`src/rtl/bank_group_pkg.sv`:
```
// Shared types and helpers for the bank group command FSM.
package bank_group_pkg;

  typedef enum logic [2:0] {
    CmdNop  = 3'd0,
    CmdAct  = 3'd1,
    CmdRd   = 3'd2,
    CmdWr   = 3'd3,
    CmdPre  = 3'd4,
    CmdPrea = 3'd5
  } cmd_e;

  typedef enum logic [1:0] {
    StIdle,
    StActivating,
    StActive,
    StPrecharging
  } bank_state_e;

  function automatic int unsigned timer_width(int unsigned trcd, int unsigned trp);
    int unsigned mx;
    mx = (trcd > trp) ? trcd : trp;
    return unsigned'($clog2(mx + 1));
  endfunction

endpackage

```
`src/rtl/bank_fsm.sv`:
```
// Single-bank state machine: tracks IDLE/ACTIVATING/ACTIVE/PRECHARGING, the open row
// and the tRCD/tRP countdown. act/pre are only asserted by the parent when legal.
module bank_fsm
  import bank_group_pkg::*;
#(
  parameter int unsigned ROWWIDTH = 5,
  parameter int unsigned TRCD     = 4,
  parameter int unsigned TRP      = 4
) (
  input  logic                clk,
  input  logic                rstn,
  input  logic                act,
  input  logic                pre,
  input  logic [ROWWIDTH-1:0] act_row,
  output bank_state_e         state,
  output logic [ROWWIDTH-1:0] row
);

  localparam int unsigned TW = timer_width(TRCD, TRP);

  logic [TW-1:0] timer;

  always_ff @(posedge clk or negedge rstn) begin
    if (!rstn) begin
      state <= StIdle;
      timer <= '0;
      row   <= '0;
    end else begin
      if (timer != '0) timer <= timer - TW'(1);
      unique case (state)
        StIdle: begin
          if (act) begin
            row <= act_row;
            // A one-cycle delay skips the transient state entirely.
            if (TRCD > 1) begin
              state <= StActivating;
              timer <= TW'(TRCD - 1);
            end else begin
              state <= StActive;
            end
          end
        end
        StActivating: begin
          if (timer <= TW'(1)) state <= StActive;
        end
        StActive: begin
          if (pre) begin
            if (TRP > 1) begin
              state <= StPrecharging;
              timer <= TW'(TRP - 1);
            end else begin
              state <= StIdle;
            end
          end
        end
        StPrecharging: begin
          if (timer <= TW'(1)) state <= StIdle;
        end
        default: state <= StIdle;
      endcase
    end
  end

endmodule

```
`src/rtl/bank_group_fsm.sv`:
```
// Bank group front end: decodes one command per cycle, checks it against per-bank state,
// drives registered strobes/column to the bank arrays and times read-data-valid.
module bank_group_fsm
  import bank_group_pkg::*;
#(
  parameter int unsigned BAWIDTH  = 2,
  parameter int unsigned ROWWIDTH = 5,
  parameter int unsigned COLWIDTH = 10,
  parameter int unsigned TRCD     = 4,
  parameter int unsigned TRP      = 4,
  parameter int unsigned CL       = 4
) (
  input  logic                           clk,
  input  logic                           rstn,
  input  logic                           cmd_valid,
  input  logic [2:0]                     cmd,
  input  logic [BAWIDTH-1:0]             cmd_ba,
  input  logic [ROWWIDTH-1:0]            cmd_row,
  input  logic [COLWIDTH-1:0]            cmd_col,
  output logic [(2**BAWIDTH)*ROWWIDTH-1:0] bank_row,
  output logic [COLWIDTH-1:0]            bank_col,
  output logic [(2**BAWIDTH)-1:0]        bank_rd,
  output logic [(2**BAWIDTH)-1:0]        bank_wr,
  output logic [(2**BAWIDTH)-1:0]        bank_open,
  output logic                           rd_valid,
  output logic [BAWIDTH-1:0]             rd_ba,
  output logic                           cmd_err
);

  localparam int unsigned NBANKS = 2 ** BAWIDTH;

  bank_state_e       st [NBANKS];
  logic [NBANKS-1:0] act_v;
  logic [NBANKS-1:0] pre_v;
  logic [NBANKS-1:0] ba_onehot;
  logic              legal;
  logic              is_rd;
  logic              is_wr;
  logic              any_busy;

  logic [CL-1:0]      rdv_q;
  logic [BAWIDTH-1:0] rba_q [CL];

  assign ba_onehot = NBANKS'(1) << cmd_ba;

  for (genvar i = 0; i < NBANKS; i++) begin : g_bank
    bank_fsm #(
      .ROWWIDTH (ROWWIDTH),
      .TRCD     (TRCD),
      .TRP      (TRP)
    ) u_bank (
      .clk     (clk),
      .rstn    (rstn),
      .act     (act_v[i]),
      .pre     (pre_v[i]),
      .act_row (cmd_row),
      .state   (st[i]),
      .row     (bank_row[i*ROWWIDTH +: ROWWIDTH])
    );
    assign bank_open[i] = (st[i] == StActive);
  end

  always_comb begin
    act_v    = '0;
    pre_v    = '0;
    legal    = 1'b1;
    is_rd    = 1'b0;
    is_wr    = 1'b0;
    any_busy = 1'b0;
    for (int unsigned i = 0; i < NBANKS; i++) begin
      if (st[i] == StActivating || st[i] == StPrecharging) any_busy = 1'b1;
    end
    if (cmd_valid) begin
      case (cmd_e'(cmd))
        CmdNop: legal = 1'b1;
        CmdAct: begin
          if (st[cmd_ba] == StIdle) act_v[cmd_ba] = 1'b1;
          else legal = 1'b0;
        end
        CmdRd: begin
          if (st[cmd_ba] == StActive) is_rd = 1'b1;
          else legal = 1'b0;
        end
        CmdWr: begin
          if (st[cmd_ba] == StActive) is_wr = 1'b1;
          else legal = 1'b0;
        end
        CmdPre: begin
          // PRE to an idle bank is accepted as a no-op.
          if (st[cmd_ba] == StActive) pre_v[cmd_ba] = 1'b1;
          else if (st[cmd_ba] != StIdle) legal = 1'b0;
        end
        CmdPrea: begin
          if (any_busy) begin
            legal = 1'b0;
          end else begin
            for (int unsigned i = 0; i < NBANKS; i++) pre_v[i] = (st[i] == StActive);
          end
        end
        default: legal = 1'b0;
      endcase
    end
  end

  always_ff @(posedge clk or negedge rstn) begin
    if (!rstn) begin
      bank_col <= '0;
      bank_rd  <= '0;
      bank_wr  <= '0;
      cmd_err  <= 1'b0;
      rdv_q    <= '0;
      for (int unsigned i = 0; i < CL; i++) rba_q[i] <= '0;
    end else begin
      cmd_err <= ~legal;
      bank_rd <= is_rd ? ba_onehot : '0;
      bank_wr <= is_wr ? ba_onehot : '0;
      if (is_rd || is_wr) bank_col <= cmd_col;
      rdv_q[0] <= is_rd;
      rba_q[0] <= is_rd ? cmd_ba : '0;
      for (int unsigned i = 1; i < CL; i++) begin
        rdv_q[i] <= rdv_q[i-1];
        rba_q[i] <= rba_q[i-1];
      end
    end
  end

  assign rd_valid = rdv_q[CL-1];
  assign rd_ba    = rba_q[CL-1];

endmodule
```
`config.mk`:
```
export PLATFORM = sky130hd
export DESIGN_NAME = bank_group_fsm
export DESIGN_NICKNAME = d
export VERILOG_FILES = /design/src/rtl/bank_group_pkg.sv /design/src/rtl/bank_fsm.sv /design/src/rtl/bank_group_fsm.sv
export SDC_FILE = /design/constraint.sdc
export NUM_CORES = 1
export LEC_CHECK = 0
export BUFFER_PORTS_ARGS = -buffer_cell sky130_fd_sc_hd__buf_2
export CAP_MARGIN = 20
export CELL_PAD_IN_SITES_DETAIL_PLACEMENT = 0
export CELL_PAD_IN_SITES_GLOBAL_PLACEMENT = 1
export CORE_MARGIN = 1.5
export CORE_UTILIZATION = 44
export CTS_CLUSTER_DIAMETER = 30
export DETAILED_ROUTE_END_ITERATION = 7
export PLACE_DENSITY = 0.91
export SETUP_SLACK_MARGIN = 0.1
export SYNTH_ARGS = -nofsm -noshare
export SYNTH_HDL_FRONTEND = slang
export SYNTH_HIERARCHICAL = 1
export SYNTH_SLANG_ARGS = --single-unit
```
`constraint.sdc`:
```
create_clock -name clk -period 3.3 [get_ports clk]
set_input_delay 0 -clock clk [delete_from_list [all_inputs] [get_ports clk]]
set_output_delay 0 -clock clk [all_outputs]
set_load 0.02 [all_outputs]
```
==> out/results.txt, run 1 <==
cts repair resizes: 0
Fill cells: 647
initial drt markers: 78
site row count: 32
Clock Sinks: 71
Die Wd: 92.3 um
count of input and output buffers: 68
WP data arrival: 2920 ps
initial antenna violation count: 0
YS warnings: 6
Worst Path Required: 3520 ps
WHS Path Cells: 2
number of global-route vias before repair: 2348
Final min period: 2700 ps
outcome: completed
vias per cell: 4.94
Compound-Gate Fraction of Synth Area: 0.0738
Remaining DRCs: 0
Max rail drop VDD: 0.276 mV
type of origin of the critical path: flop
NumNets Final: 427
r2r worst-path depth: 6
Post-CTS Setup Repair Bufs: 0
Max clock buf depth: 2
Final Max Tran Viols: 0
DP Worst Slack: 611 ps
share of the synthesized area in the top cell type: 0.506
share of layout cells above drive strength 1: 0.346
RSZ-0062 raised after global routing: no
syn_area_per_cell: 12.4 um2
CP Max Fanout: 7
largest net degree at the start of global routing: 33
Tot GR Track Use: 0.164
# H-tree levels: 3
Post-Syn Area: 0.00351 mm2
Synth Area in Simple Gates: 0.119
total power: 3.59 mW
slew margin rel.: 0.568
Synth cell types: 39
drt pass-1 iters: 4
worst setup margin: 600 ps
Core Area: 0.00773 mm2
reg2reg end: g_bank[0].u_bank/state[1]
HP Start: cmd_ba[0]
num ports: 69
gpl congestion: 0.836
Die Y: 92.3 um
root buffer cell: clkbuf_8
Pwr Density: 822 mW/mm2
area delta synth->final: 24.3%
Worst R2R Setup Slack: 600 ps
CP bufs+invs: 0
WL final: 6.81 mm
Yosys top cell by area: dfrtp_1
first-pass GRT wire length: 10.9 mm
final hold slack: 16.7 ps
Synth Instances: 283
Clock Pin Slew Worst Setup and Hold Paths: 80 ps
Post-Syn Nets: 334
CP delay by family, top: simple AND/OR/NAND/NOR gates
max-cap violations: 0
Setup CP Type: reg2reg
Slew @ Worst Pin: 647 ps
largest family of logic cells by synthesized area: multiplexers
synth top area cells: dfrtp_1, ha_1, mux2_2
Pleak: 2.30 nW
post-synthesis xor/xnor area fraction: 0.00998
setup violators final: 0
Post-Synth Adder-Cell Area: 0.0998
hold endpoint: bank_wr[0]
vias after detailed routing: 2386
DP Area: 0.00394 mm2
reg2reg start: g_bank[1].u_bank/state[0]
grt total ovfl: 0
Final period util: 0.818
CP Cell Sequence: mux4_2 -> or4_1 -> nor3_1 -> o22ai_2 -> a21oi_2 -> mux2_4
Final HPWL DP: 4.91 mm
crit end category: flop
DR WL/cell: 14.1 um
final hold vios: 0
Crit-path slowest cell: or4_1
Seq cells post-synth: 71
Final Skew: 8.57 ps
Hold-fix buffers, CTS: 19
proportion of synthesized chip area in sequential cells: 0.506
FMAX: 370 MHz
cts bufs inserted: 9
Die ar.: 0.00852 mm2
CP max stage delay: 600 ps
TritonCTS clock tree: yes
worst hold path class: in2reg
Starting Density: 0.454
Worst-Skew Late Latency: 330 ps
diode count: 0
Routed Antenna Nets: 0
Design Area, Final: 0.00437 mm2
multiplexer area fraction after synthesis: 0.150
setup TNS: 0 ps
registers in the layout, summed over array words and instances (netlist names):
| register | count |
|---|---|
| bank_col | 10 |
| g_bank.u_bank/row | 20 |
| g_bank.u_bank/state | 8 |
| rd_ba | 2 |
| bank_rd | 4 |
| rba_q | 6 |
| cmd_err | 1 |
| rdv_q | 4 |
| g_bank.u_bank/timer | 12 |
| bank_wr | 4 |
cells in the final DEF, fill, tap and decap left out, types with 6 or more instances in the layout:
cell,instances
nand2_1,17
clkbuf_8,11
mux2_2,22
nor2b_1,10
nor2_1,13
nand2b_1,7
buf_2,68
nor3b_1,6
mux2_4,13
nor3_1,7
dfrtp_1,71
ha_1,28
dlygate4sd3_1,19
inv_1,25
metrics by stage:
stage	cells	utilization
6_report	483	0.565
5_1_grt	483	0.565
4_1_cts	483	0.565
3_5_place_dp	448	0.510
3_3_place_gp	448	0.510
2_1_floorplan	283	-
synthesized netlist by cell type (all sizes together):
master / instances
a21boi: 3
buf: 5
a21oi: 4
nand2b: 7
mux2: 35
or3: 4
a22oi: 4
dfrtp: 71
o21ai: 3
clkbuf: 2
nor2: 13
nor2b: 10
or4: 1
mux4: 2
nor3: 7
o2111ai: 1
or2: 4
o21bai: 4
inv: 25
o22ai: 4
or4b: 2
and2: 1
o211ai: 2
mux2i: 4
nor4: 2
or4bb: 1
a32oi: 1
xnor2: 4
nand2: 17
o32ai: 1
nand3b: 1
o22a: 4
nor3b: 6
ha: 28
kinds of logic after synthesis:
family | after synthesis
AOI/OAI and AO/OA | 31
xor gates and xnor gates | 4
adders and majority gates | 28
buffers and inverters | 32
DFF | 71
muxes | 41
and+or+nand+nor | 76
cell type report:
cell class              instances  area (um2)  area share
clock buffers                  12         155      0.0355
flip-flops and latches         71        1780       0.407
clock inverters                 4        76.3      0.0175
repair buffers                 89         546       0.125
inverters                      25        93.8      0.0215
well taps                     102         128      0.0292
multi-input cells             180        1590       0.364
worst max-delay path by stage:
stage	from	end	slack, ps	cells past startpoint
final	g_bank[1].u_bank/state[0]	g_bank[0].u_bank/state[1]	600	6
after global routing	g_bank[1].u_bank/state[0]	g_bank[0].u_bank/state[1]	500	6
after CTS	g_bank[1].u_bank/state[0]	g_bank[0].u_bank/state[1]	600	6
after detailed placement	g_bank[1].u_bank/state[0]	g_bank[0].u_bank/state[1]	610	6
after global placement	g_bank[1].u_bank/state[0]	g_bank[0].u_bank/state[1]	670	6
after floorplan	g_bank[3].u_bank/state[0]	g_bank[0].u_bank/state[1]	800	6
where the power goes:
group          switching, mW  leakage, nW  internal [mW]
clock network          0.316        0.113          0.470
registers              0.198        0.930           1.10
logic                  0.777         1.26          0.732
total                   1.29         2.30           2.30
per-layer routing:
metal | vias to the layer above | routed length (um) | track usage
met2 | 60 | 3350 | 0.272
li1 | 1153 | - | -
met3 | 12 | 229 | 0.0287
met4 | 0 | 129 | 0.0718
met1 | 1161 | 3100 | 0.210
met5 | - | 0 | 0
(Power assumes the default switching activity.)
==> inputs of run 2 (changes only) <==
==> constraint.sdc (replaced) <==
create_clock -name clk -period 2.5 [get_ports clk]
set_input_delay 0 -clock clk [delete_from_list [all_inputs] [get_ports clk]]
set_output_delay 0 -clock clk [all_outputs]
set_load 0.02 [all_outputs]
==> out/results.txt, run 2 (synthesis results as in run 1) <==
outcome: completed (unchanged)
type of origin of the critical path: flop (unchanged)
Pleak: 2.41 nW (was 2.30 nW)
CP Max Fanout: 4 (was 7)
Core Area: 0.00773 mm2 (unchanged)
Die ar.: 0.00852 mm2 (unchanged)
Final HPWL DP: 5.01 mm (was 4.91 mm)
Worst-Skew Late Latency: 350 ps (was 330 ps)
TritonCTS clock tree: yes (unchanged)
final hold slack: 30.8 ps (was 16.7 ps)
largest reg by FF count: g_bank.u_bank/row (unchanged)
vias per cell: 4.95 (was 4.94)
Largest register FFs: 20 (unchanged)
share of layout cells above drive strength 1: 0.410 (was 0.346)
Final min period: 2370 ps (was 2700 ps)
num ports: 69 (unchanged)
site row count: 32 (unchanged)
initial drt markers: 92 (was 78)
Worst R2R Setup Slack: 130 ps (was 600 ps)
met1 Use GR: 0.212 (was 0.210)
r2r worst-path depth: 6 (unchanged)
reg2reg start: g_bank[3].u_bank/state[1] (was g_bank[1].u_bank/state[0])
Routed Antenna Nets: 0 (unchanged)
Tot GR Track Use: 0.187 (was 0.164)
DP Worst Slack: -46.1 ps (was 611 ps)
reg2reg end: g_bank[0].u_bank/state[1] (unchanged)
worst hold path class: in2reg (unchanged)
WP data arrival: 2600 ps (was 2920 ps)
Setup CP Type: reg2reg (unchanged)
Remaining DRCs: 0 (unchanged)
# H-tree levels: 3 (unchanged)
Post-Route Utilization: 0.597 (was 0.565)
grt total ovfl: 0 (unchanged)
vias after detailed routing: 2485 (was 2386)
number of global-route vias before repair: 2542 (was 2348)
NumNets Final: 446 (was 427)
WHS Path Cells: 2 (unchanged)
Slew @ Worst Pin: 725 ps (was 647 ps)
Regs by FF count: g_bank.u_bank/row: 20 flops, g_bank.u_bank/timer: 12 flops, bank_col: 10 flops (unchanged)
diode count: 0 (unchanged)
slew margin rel.: 0.516 (was 0.568)
commonest cells after routing, fill and taps aside: dfrtp_1, buf_2, ha_1 (unchanged)
FMAX: 423 MHz (was 370 MHz)
DR WL/cell: 15.2 um (was 14.1 um)
initial antenna violation count: 0 (unchanged)
grt met2 use: 0.336 (was 0.272)
setup violators final: 0 (unchanged)
layer with the highest usage: met2 (unchanged)
cts bufs inserted: 9 (unchanged)
drt pass-1 iters: 4 (unchanged)
Clock Pin Slew Worst Setup and Hold Paths: 90 ps (was 80 ps)
final hold vios: 0 (unchanged)
area delta synth->final: 31.3% (was 24.3%)
gpl congestion: 0.838 (was 0.836)
GRT met3 Usage: 0.0460 (was 0.0287)
Die Y: 92.3 um (unchanged)
crit path from: g_bank[3].u_bank/state[1] (was g_bank[1].u_bank/state[0])
Final period util: 0.947 (was 0.818)
worst setup margin: 134 ps (was 600 ps)
Die Wd: 92.3 um (unchanged)
count of input and output buffers: 68 (unchanged)
Worst Path Required: 2730 ps (was 3520 ps)
Pwr Density: 1090 mW/mm2 (was 822 mW/mm2)
root buffer cell: clkbuf_8 (unchanged)
HP Start: cmd_ba[0] (unchanged)
Final Max Tran Viols: 0 (unchanged)
Fill cells: 633 (was 647)
RSZ-0062 raised after global routing: no (unchanged)
max-cap violations: 0 (unchanged)
Max clock buf depth: 2 (unchanged)
commonest non-fill, non-tap cell in the layout: dfrtp_1 (unchanged)
Clock Sinks: 71 (unchanged)
largest net degree at the start of global routing: 39 (was 33)
WL final: 7.62 mm (was 6.81 mm)
crit end category: flop (unchanged)
total power: 5.05 mW (was 3.59 mW)
Final Skew: 10.0 ps (was 8.57 ps)
Max rail drop VDD: 0.457 mV (was 0.276 mV)
hold endpoint: rba_q[6] (was bank_wr[0])
Starting Density: 0.454 (unchanged)
first-pass GRT wire length: 12.3 mm (was 10.9 mm)
[run 2: cell count changes in the layout (fill, tap and decap cells not counted), sizes merged]
| cell | change |
|---|---|
| clkbuf | -3 |
| dlygate4sd3 | +2 |
| clkinvlp | +1 |
| inv | +2 |
| buf | +17 |
[run 2: critical path, stage by stage (launching register included)]
cell and delay (ps):
dfrtp_1 410, mux4_2 510, or4_4 570, nor3_4 180, o22ai_2 120, a21oi_2 160, mux2_4 310
[run 2: final cells by class]
type | count | area (um2) | share of cell area
multi-input cells | 180 | 1680 | 0.363
clock inverters | 7 | 104 | 0.0225
inverters | 25 | 93.8 | 0.0204
flip-flops and latches | 71 | 1780 | 0.385
clock buffers | 9 | 124 | 0.0269
repair buffers | 108 | 709 | 0.154
well taps | 102 | 128 | 0.0277
[run 2: metal layers]
| layer | routed length [um] | up-vias |
|---|---|---|
| met2 | 4120 | 61 |
| li1 | - | 1187 |
| met3 | 264 | 10 |
| met1 | 3080 | 1227 |
| met4 | 150 | 0 |
| met5 | 0 | - |
[run 2: timing repair]
action | CTS | global route
pin swaps | 1 | 2
hold buffers | 21 | 0
resized for setup | 11 | 11
buffers inserted | 2 | 1
hold endpoints to repair | 72 | 0
endpoints found under the setup margin | 27 | 18
[run 2: worst max-delay path by stage]
stage	depth (start not counted)	slack (ps)	to
finish	6	130	g_bank[0].u_bank/state[1]
floorplan	6	40	g_bank[0].u_bank/state[1]
global placement	6	20	g_bank[1].u_bank/state[1]
CTS	6	60	g_bank[1].u_bank/state[1]
detailed placement	6	-50	g_bank[1].u_bank/state[1]
global route	6	60	g_bank[0].u_bank/state[1]
[run 2: stage by stage]
step                cells  setup TNS (ps)  area [um2]
finish                502               0        4610
floorplan             283               0        3520
CTS                   501               0        4550
global placement      462               0        4070
global route          502               0        4610
detailed placement    462           -46.1        4070
[run 2: power breakdown]
part	switching, mW	leakage (nW)	internal [mW]	total, mW
clock	0.467	0.108	0.575	1.04
sequential	0.197	0.930	1.45	1.64
combinational	1.19	1.37	1.18	2.36
==> inputs of run 3 (changes only) <==
--- a/config.mk
+++ b/config.mk
@@ -5,13 +5,13 @@
 export SDC_FILE = /design/constraint.sdc
 export NUM_CORES = 1
 export LEC_CHECK = 0
-export BUFFER_PORTS_ARGS = -buffer_cell sky130_fd_sc_hd__buf_2
+export BUFFER_PORTS_ARGS = -buffer_cell sky130_fd_sc_hd__buf_4
 export CAP_MARGIN = 20
 export CELL_PAD_IN_SITES_DETAIL_PLACEMENT = 0
 export CELL_PAD_IN_SITES_GLOBAL_PLACEMENT = 1
 export CORE_MARGIN = 1.5
 export CORE_UTILIZATION = 44
-export CTS_CLUSTER_DIAMETER = 30
+export CTS_CLUSTER_DIAMETER = 200
 export DETAILED_ROUTE_END_ITERATION = 7
 export PLACE_DENSITY = 0.91
 export SETUP_SLACK_MARGIN = 0.1
==> out/results.txt, run 3 (synthesis results as in run 1) <==
diode count: 0 (unchanged)
Max clock buf depth: 2 (unchanged)
Combinational Power Share: 0.487 (was 0.468)
setup violators final: 0 (unchanged)
largest reg by FF count: g_bank.u_bank/row (unchanged)
count of input and output buffers: 68 (unchanged)
area delta synth->final: 36.1% (was 31.3%)
Die Wd: 92.3 um (unchanged)
DR WL/cell: 14.5 um (was 15.2 um)
TritonCTS clock tree: yes (unchanged)
layer with the highest usage: met2 (unchanged)
Core Area: 0.00773 mm2 (unchanged)
max-cap violations: 0 (unchanged)
Fill cells: 584 (was 633)
vias per cell: 4.89 (was 4.95)
first-pass GRT wire length: 12.0 mm (was 12.3 mm)
site row count: 32 (unchanged)
r2r worst-path depth: 7 (was 6)
outcome: completed (unchanged)
Final HPWL DP: 4.93 mm (was 5.01 mm)
Design Area, Final: 0.00478 mm2 (was 0.00461 mm2)
DP Area: 0.00421 mm2 (was 0.00407 mm2)
Max rail drop VDD: 0.625 mV (was 0.457 mV)
Pleak: 2.45 nW (was 2.41 nW)
CP Max Fanout: 4 (unchanged)
worst setup margin: 103 ps (was 134 ps)
largest net degree at the start of global routing: 72 (was 39)
reg2reg end: g_bank[0].u_bank/state[1] (unchanged)
Largest register FFs: 20 (unchanged)
Final Skew: 9.40 ps (was 10.0 ps)
drt pass-1 iters: 4 (unchanged)
slew margin rel.: 0.426 (was 0.516)
Final Max Tran Viols: 0 (unchanged)
Worst Path Required: 2720 ps (was 2730 ps)
Clock Sinks: 71 (unchanged)
Pwr Density: 1050 mW/mm2 (was 1090 mW/mm2)
vias after detailed routing: 2476 (was 2485)
worst hold path class: in2reg (unchanged)
number of global-route vias before repair: 2437 (was 2542)
met1 Use GR: 0.235 (was 0.212)
NumNets Final: 450 (was 446)
root buffer cell: clkbuf_8 (unchanged)
commonest cells after routing, fill and taps aside: buf_4, dfrtp_1, ha_1 (was dfrtp_1, buf_2, ha_1)
crit end category: flop (unchanged)
RSZ-0062 raised after global routing: yes (was no)
GRT met3 Usage: 0.0328 (was 0.0460)
Regs by FF count: g_bank.u_bank/row: 20 flops, g_bank.u_bank/timer: 12 flops, bank_col: 10 flops (unchanged)
WL final: 7.32 mm (was 7.62 mm)
Setup CP Type: reg2reg (unchanged)
Tot GR Track Use: 0.179 (was 0.187)
# H-tree levels: 3 (unchanged)
Internal Pwr Total: 3.22 mW (was 3.20 mW)
final hold vios: 0 (unchanged)
WHS Path Cells: 3 (was 2)
Clock Pin Slew Worst Setup and Hold Paths: 80 ps (was 90 ps)
setup TNS: 0 ps (unchanged)
DP Worst Slack: -43.5 ps (was -46.1 ps)
Starting Density: 0.454 (unchanged)
FMAX: 417 MHz (was 423 MHz)
Die ar.: 0.00852 mm2 (unchanged)
initial antenna violation count: 0 (unchanged)
share of layout cells above drive strength 1: 0.413 (was 0.410)
grt met2 use: 0.293 (was 0.336)
Die Y: 92.3 um (unchanged)
Sw Ratio: 0.359 (was 0.366)
Slew @ Worst Pin: 861 ps (was 725 ps)
Post-Route Utilization: 0.618 (was 0.597)
gpl congestion: 0.882 (was 0.838)
Clock power frac: 0.186 (was 0.206)
WP data arrival: 2620 ps (was 2600 ps)
Worst-Skew Late Latency: 330 ps (was 350 ps)
cts bufs inserted: 9 (unchanged)
grt total ovfl: 0 (unchanged)
commonest non-fill, non-tap cell in the layout: buf_4 (was dfrtp_1)
hold endpoint: cmd_err (was rba_q[6])
Routed Antenna Nets: 0 (unchanged)
Worst R2R Setup Slack: 100 ps (was 130 ps)
Remaining DRCs: 0 (unchanged)
num ports: 69 (unchanged)
final hold slack: 22.4 ps (was 30.8 ps)
HP Start: cmd_valid (was cmd_ba[0])
initial drt markers: 128 (was 92)
NetSw: 1.80 mW (was 1.85 mW)
Final min period: 2400 ps (was 2370 ps)
reg2reg start: g_bank[1].u_bank/state[0] (was g_bank[3].u_bank/state[1])
Reg power frac: 0.328 (was 0.326)
Final period util: 0.959 (was 0.947)
type of origin of the critical path: flop (unchanged)
-- run 3: cell types whose count changed in the layout (fill, tap and decap cells not counted), sizes merged --
| cell | delta |
|---|---|
| clkinvlp | -1 |
| clkinv | +3 |
| clkbuf | +1 |
| inv | -2 |
| bufinv | -1 |
| buf | +4 |
-- run 3: power groups by stage --
stage | registers (mW) | clock network (mW) | logic, mW
after floorplan | 1.81 | 0 | 1.39
after global placement | 1.64 | 0 | 2.24
after detailed placement | 1.65 | 0 | 2.30
after CTS | 1.64 | 0.959 | 2.38
after global routing | 1.69 | 1.01 | 2.71
final | 1.65 | 0.932 | 2.44
-- run 3: how the worst max path moves through the flow --
stage,startpoint,to,cells past startpoint
2_1_floorplan,g_bank[1].u_bank/state[0],g_bank[0].u_bank/state[1],6
3_3_place_gp,g_bank[1].u_bank/state[0],g_bank[0].u_bank/state[1],6
3_5_place_dp,g_bank[1].u_bank/state[0],g_bank[0].u_bank/state[1],6
4_1_cts,g_bank[1].u_bank/state[0],g_bank[0].u_bank/state[1],6
5_1_grt,g_bank[1].u_bank/state[0],g_bank[0].u_bank/state[1],7
6_report,g_bank[1].u_bank/state[0],g_bank[0].u_bank/state[1],7
-- run 3: cell type report --
class / count / area (um2) / area share
inverters: 25 / 93.8 / 0.0196
repair buffers: 112 / 901 / 0.189
flip-flops and latches: 71 / 1780 / 0.372
multi-input cells: 180 / 1670 / 0.350
clock buffers: 10 / 138 / 0.0288
clock inverters: 6 / 68.8 / 0.0144
well taps: 102 / 128 / 0.0267
-- run 3: worst max-delay path, cell delays in order (launching register included) --
cell and delay (ps):
dfrtp_1 400, buf_6 120, mux4_2 460, or4_4 510
nor3_4 220, o22ai_2 100, a21oi_2 160, mux2_4 310
-- run 3: stage by stage --
step,cells,power [mW]
after floorplan,283,3.20
after global placement,460,3.88
after detailed placement,460,3.96
after CTS,499,4.97
after global routing,506,5.40
final,506,5.02
-- run 3: routing by layer --
| layer | wire [um] | vias to the layer above |
|---|---|---|
| met5 | 0 | - |
| met3 | 263 | 10 |
| met1 | 3200 | 1216 |
| met4 | 103 | 0 |
| li1 | - | 1196 |
| met2 | 3760 | 54 |
-- run 3: repair_timing --
action	CTS	global route
setup buffers	2	7
pin swaps	1	5
endpoints found under the hold margin	110	0
hold buffers	21	0
endpoints found under the setup margin	27	19
resized for setup	12	11
